==> src/rtl/player_shooter.sv <==
// Player cannon for an invaders-style game: column movement, single-bullet
// firing with a post-shot cooldown, and hit scoring. All outputs registered.
module player_shooter #(
    parameter int MOVE_DIV   = 200000,
    parameter int BULLET_DIV = 50000,
    parameter int COOLDOWN   = 2
) (
    input  logic       clk_36MHz,
    input  logic       reset,
    input  logic       start,
    input  logic       btn_left,
    input  logic       btn_right,
    input  logic       btn_fire,
    input  logic       hit,
    output logic [4:0] player_x,
    output logic [4:0] bullet_x,
    output logic [3:0] bullet_y,
    output logic       bullet_active,
    output logic [7:0] score
);

    localparam int MW = $clog2(MOVE_DIV + 1);
    localparam int BW = $clog2(BULLET_DIV + 1);
    localparam int CW = $clog2(COOLDOWN + 2);
    localparam logic [MW-1:0] MOVE_LAST   = MW'(MOVE_DIV - 1);
    localparam logic [BW-1:0] BULLET_LAST = BW'(BULLET_DIV - 1);
    localparam logic [CW-1:0] CD_LAST     = CW'((COOLDOWN > 0) ? COOLDOWN - 1 : 0);

    typedef enum logic [1:0] {S_WAIT, S_READY, S_FLYING, S_COOLDOWN} state_t;

    state_t          r_state;
    logic [MW-1:0]   r_move_cnt;
    logic [BW-1:0]   r_bullet_cnt;
    logic [CW-1:0]   r_cd_cnt;
    logic            r_fire_hist;
    logic [4:0]      r_player_x;
    logic [4:0]      r_bullet_x;
    logic [3:0]      r_bullet_y;
    logic            r_bullet_active;
    logic [7:0]      r_score;

    logic w_move_tick;
    logic w_bullet_tick;
    logic w_fire_edge;

    assign w_move_tick   = (r_move_cnt == MOVE_LAST);
    assign w_bullet_tick = (r_bullet_cnt == BULLET_LAST);
    assign w_fire_edge   = btn_fire & ~r_fire_hist;

    always_ff @(posedge clk_36MHz) begin
        if (reset) begin
            r_state         <= S_WAIT;
            r_move_cnt      <= '0;
            r_bullet_cnt    <= '0;
            r_cd_cnt        <= '0;
            r_fire_hist     <= 1'b1;
            r_player_x      <= 5'd10;
            r_bullet_x      <= '0;
            r_bullet_y      <= '0;
            r_bullet_active <= 1'b0;
            r_score         <= '0;
        end else begin
            r_move_cnt   <= w_move_tick ? '0 : r_move_cnt + 1'b1;
            r_bullet_cnt <= w_bullet_tick ? '0 : r_bullet_cnt + 1'b1;
            r_fire_hist  <= btn_fire;

            if (r_state != S_WAIT && w_move_tick) begin
                if (btn_left && !btn_right && r_player_x < 5'd19)
                    r_player_x <= r_player_x + 1'b1;
                else if (btn_right && !btn_left && r_player_x != 5'd0)
                    r_player_x <= r_player_x - 1'b1;
            end

            case (r_state)
                S_WAIT: begin
                    if (start) r_state <= S_READY;
                end
                S_READY: begin
                    // bullet_x latches the pre-move column of this edge
                    if (w_fire_edge) begin
                        r_bullet_x      <= r_player_x;
                        r_bullet_y      <= 4'd14;
                        r_bullet_active <= 1'b1;
                        r_state         <= S_FLYING;
                    end
                end
                S_FLYING: begin
                    if (hit) begin
                        if (r_score != 8'hFF) r_score <= r_score + 1'b1;
                        r_bullet_x      <= '0;
                        r_bullet_y      <= '0;
                        r_bullet_active <= 1'b0;
                        r_cd_cnt        <= '0;
                        r_state         <= S_COOLDOWN;
                    end else if (w_bullet_tick) begin
                        if (r_bullet_y != 4'd0) begin
                            r_bullet_y <= r_bullet_y - 1'b1;
                        end else begin
                            r_bullet_active <= 1'b0;
                            r_cd_cnt        <= '0;
                            r_state         <= S_COOLDOWN;
                        end
                    end
                end
                S_COOLDOWN: begin
                    if (w_bullet_tick) begin
                        if (r_cd_cnt >= CD_LAST) begin
                            r_cd_cnt <= '0;
                            r_state  <= S_READY;
                        end else begin
                            r_cd_cnt <= r_cd_cnt + 1'b1;
                        end
                    end
                end
                default: r_state <= S_WAIT;
            endcase
        end
    end

    assign player_x      = r_player_x;
    assign bullet_x      = r_bullet_x;
    assign bullet_y      = r_bullet_y;
    assign bullet_active = r_bullet_active;
    assign score         = r_score;

endmodule

==> config.mk <==
export PLATFORM = sky130hd
export DESIGN_NAME = player_shooter
export DESIGN_NICKNAME = d
export VERILOG_FILES = /design/src/rtl/player_shooter.sv
export SDC_FILE = /design/constraint.sdc
export NUM_CORES = 1
export LEC_CHECK = 0
export CAP_MARGIN = 20
export CORE_UTILIZATION = 55
export DETAILED_ROUTE_END_ITERATION = 6
export PLACE_DENSITY = 0.89
export SLEW_MARGIN = 20
export SYNTH_ARGS = -nofsm -noshare
export SYNTH_HDL_FRONTEND = slang
export SYNTH_SLANG_ARGS = --single-unit
==> constraint.sdc <==
create_clock -name clk_36MHz -period 2.9 [get_ports clk_36MHz]
set_input_delay 0.29 -clock clk_36MHz [delete_from_list [all_inputs] [get_ports clk_36MHz]]
set_output_delay 0.29 -clock clk_36MHz [all_outputs]
set_load 0.005 [all_outputs]
==> results <==
- The warning count from the yosys run is 0.
- The detail route stage leaves a number of antenna-violating nets equal to 0.
- The actual slew at the worst max-slew pin is 0.777 ns.
- The total vias in the final route is roughly 2500.
- In this run, synthesis produced a sequential element count of 62.
- The fraction of synthesis flops using an asynchronous set or reset pin is 0%.
- The completed layout was analyzed and its total power is slightly above 0.002 W.
- Adding up every negative setup slack in the final design gives 0 ns.
- In this run the post-CTS setup repair buffer count came out at 0.
- Buffers inserted to repair hold after CTS numbered 0.
- The CTS tree is yes.
- The iteration count of the initial detailed-routing pass is 4.
- The normalized max-slew margin is 47.7%.
- STA classifies the critical path endpoint as a flip-flop.
- The run finished with clean final reports.
- The initial antenna violation count was 0.
- The first-pass GRT wire length is 10000 um.
- The net count after synthesis is ~360.
- The number of failing setup endpoints in the final timing report is 0.
- The sequential fraction of the synthesis area is between 40% and 50%.
- The maximum count of clock buffers along a single path is 2.
- Leaving out fill and tap cells, the most frequent cells in the layout are 62 x sky130_fd_sc_hd__dfxtp_1, 58 x sky130_fd_sc_hd__nor2_1, 29 x sky130_fd_sc_hd__clkdlybuf4s50_1.
- The startpoint of the worst register-to-register path is player_x[1].
- The distinct cell type count of the synthesized netlist is 44.
- Gates resized during post-CTS repair numbered 0.
- Measured in cells, the most critical reg-to-reg path has a length of 8.
- The clock tree root buffer cell is sky130_fd_sc_hd__clkbuf_8.
- The max-slew violation count came to 0.
- The hold slack is 0.451 ns.
- The number of synthesized flops with an enable pin is 0.
- The commonest non-fill, non-tap cell in the layout is sky130_fd_sc_hd__dfxtp_1.
- Clock tree synthesis found a total of just over 60 sinks.
- For this design the top-level I/O count stands at 30.
- The via count of the first global-routing pass is roughly 2400.
- The post-layout utilization of the core is between 60% and 70%.
- After layout, the worst path uses 84.2% of the clock period.
- The synthesized instance count is between 300 and 400.
- The congestion estimate from routability-driven global placement came to ~0.78.
- The total count of hold-check failures in the final report came to 0.
- The worst register-to-register path ends at player_x[4].
- In this run the most critical hold path is launched from bullet_x[1].
- The post-detailed-route wirelength per cell is around 13 um.
- IR analysis of the VDD net gives a maximum drop of ~0.30 mV.
- The floorplan step set the die width to ~76 um.
- In the synthesized netlist the dominant register cell turns out to be sky130_fd_sc_hd__dfxtp_1.
- For the finished layout, the period the worst path requires is between 2 and 2.5 ns.
- The share of final-layout standard cells stronger than drive strength 1 is 6.08%.
- The power per unit of standard cell area is 589 nW/um^2.
- Across the routed clock network, the largest skew measured is around 0.0052 ns.
- The overflow left after global routing is 0.
- A synthesized cell averages just under 9 um^2.
- The post-layout net count is between 300 and 400.
- The clock slew seen by the registers of the worst setup and hold paths is about 0.060 ns.
- The register-to-register path setup slack is between 0.4 and 0.5 ns.
- The overall track demand over capacity in global routing is 23.4%.
- The placed instances occupy a cell area of 3350 um^2.
- The number of port buffers is 29.
- In the routed design, unresolved DRC markers number 0.
- The leakage power is about 1.2 nW.
- For the worst setup path, the data arrival time is about 2.7 ns.
- STA classifies the critical path startpoint as a flip-flop.
- The HPWL after detailed placement is 4190 um.
- The effective utilization at floorplan is between 50% and 60%.
- 0 antenna diodes ended up in the layout.
- The number of max-capacitance violations reported is 0.
- For hold timing, the worst endpoint is bullet_x[1].
- Counting instances, the worst hold path has a depth of 2.
- The post-synthesis instance area is about 3000 um^2.
- The peak clock frequency supported by timing is approximately 410 MHz.
- The endpoint required time on the critical path is approximately 3.2 ns.
- The clock insertion delay at the later pin of the skew report is 0.33 ns.
- The critical path in this run is classified as reg2reg.
- The core region is between 5000 and 6000 um^2.
- For this block, the initial DRC count from the detailed router was around 110.
- The H-tree depth is 3.
- The CTS buffer count is 9.
- Setup repair after global routing left no endpoint under its margin.
- The worst-path maximum fanout is 7.
- The type of the tightest min-delay check is reg2reg.
- Relative to the synthesized area, the layout overhead comes to 17.9%.
- The detailed-route vias per instance is between 5 and 6.
- Measured along the y axis, the die boundary spans 75.6 um.
- Entering global routing, the biggest net connects 29 pins.
- The floorplan step defined a die boundary enclosing between 5000 and 6000 um^2.
- The finished layout cell area is ~3500 um^2.
- The row count is 26.
- The wire length after detailed routing is roughly 6000 um.
-- cells in the mapped netlist, types with 8 or more instances --
library cell	n	share of area, %
sky130_fd_sc_hd__ha_1	14	5.9
sky130_fd_sc_hd__nor2_1	58	7.3
sky130_fd_sc_hd__nand3_1	18	3.0
sky130_fd_sc_hd__nand4_1	13	2.7
sky130_fd_sc_hd__xor2_1	22	6.5
sky130_fd_sc_hd__nand2_1	24	3.0
sky130_fd_sc_hd__xnor2_1	16	4.7
sky130_fd_sc_hd__dfxtp_1	62	42
sky130_fd_sc_hd__o21ai_0	10	1.7
sky130_fd_sc_hd__inv_1	13	1.6
sky130_fd_sc_hd__a21oi_1	15	2.5
sky130_fd_sc_hd__mux2i_1	8	2.7
-- worst max path at each step --
stage	from	endpoint	slack (ns)
2_1_floorplan	player_x[1]	player_x[4]	0.65
3_3_place_gp	btn_left	player_x[4]	0.52
3_5_place_dp	btn_left	player_x[4]	0.39
4_1_cts	player_x[1]	player_x[4]	0.44
5_1_grt	player_x[1]	player_x[4]	0.36
6_report	player_x[1]	player_x[4]	0.46
-- state kept, by name (all words and copies together), names as in the netlist --
register,cells
bullet_active,1
bullet_x,5
bullet_y,4
player_x,5
r_bullet_cnt,16
r_cd_cnt,2
r_fire_hist,1
r_move_cnt,18
r_state,2
score,8
-- area by class of cell --
class	count	area (um^2)
Inverter	14	52.6
Multi-Input combinational cell	255	1650
Clock inverter	2	10.0
Clock buffer	12	145
Sequential cell	62	1240
Tap cell	70	87.6
Timing Repair Buffer	33	320
Fill cell	401	1660
-- cell families (layout without fill, tap and decap cells) --
| group | after synthesis | in the layout | share of synthesized area, % |
|---|---|---|---|
| buf+inv | 22 | 61 | 2.82 |
| compound gates | 41 | 41 | 9.29 |
| mux | 10 | 10 | 3.45 |
| xor+xnor | 38 | 38 | 11.2 |
| fa+ha+maj | 15 | 15 | 6.55 |
| simple gates | 151 | 151 | 25.0 |
| flops | 62 | 62 | 41.7 |
-- layer usage --
metal	wire length (um)	GRT usage (%)
met1	2590	24.8
met4	142	12.8
met2	3010	41.8
met5	0	0
met3	244	6.88
-- stage by stage --
step | std cells | setup slack [ns]
3_3_place_gp | 434 | 0.523
3_5_place_dp | 434 | 0.386
4_1_cts | 448 | 0.435
5_1_grt | 448 | 0.356
2_1_floorplan | 339 | 0.646
6_report | 448 | 0.458
-- power breakdown --
group          total (W)  internal (W)  leakage [nW]  switching [W]
Sequential      0.000956      0.000904         0.502      0.0000524
Clock           0.000620      0.000321        0.0821       0.000299
Combinational   0.000493      0.000227         0.646       0.000266
-- worst max-delay path, cell delays in order (launching register included) --
cell and delay, ns:
sky130_fd_sc_hd__dfxtp_1 0.37, sky130_fd_sc_hd__a211o_1 0.31, sky130_fd_sc_hd__a211o_1 0.43, sky130_fd_sc_hd__fa_1 0.46
sky130_fd_sc_hd__a21o_1 0.18, sky130_fd_sc_hd__a21oi_1 0.19, sky130_fd_sc_hd__xnor2_1 0.18, sky130_fd_sc_hd__nand3b_1 0.11
sky130_fd_sc_hd__a21oi_1 0.15
No activity file was read; power rests on OpenSTA's default activity.
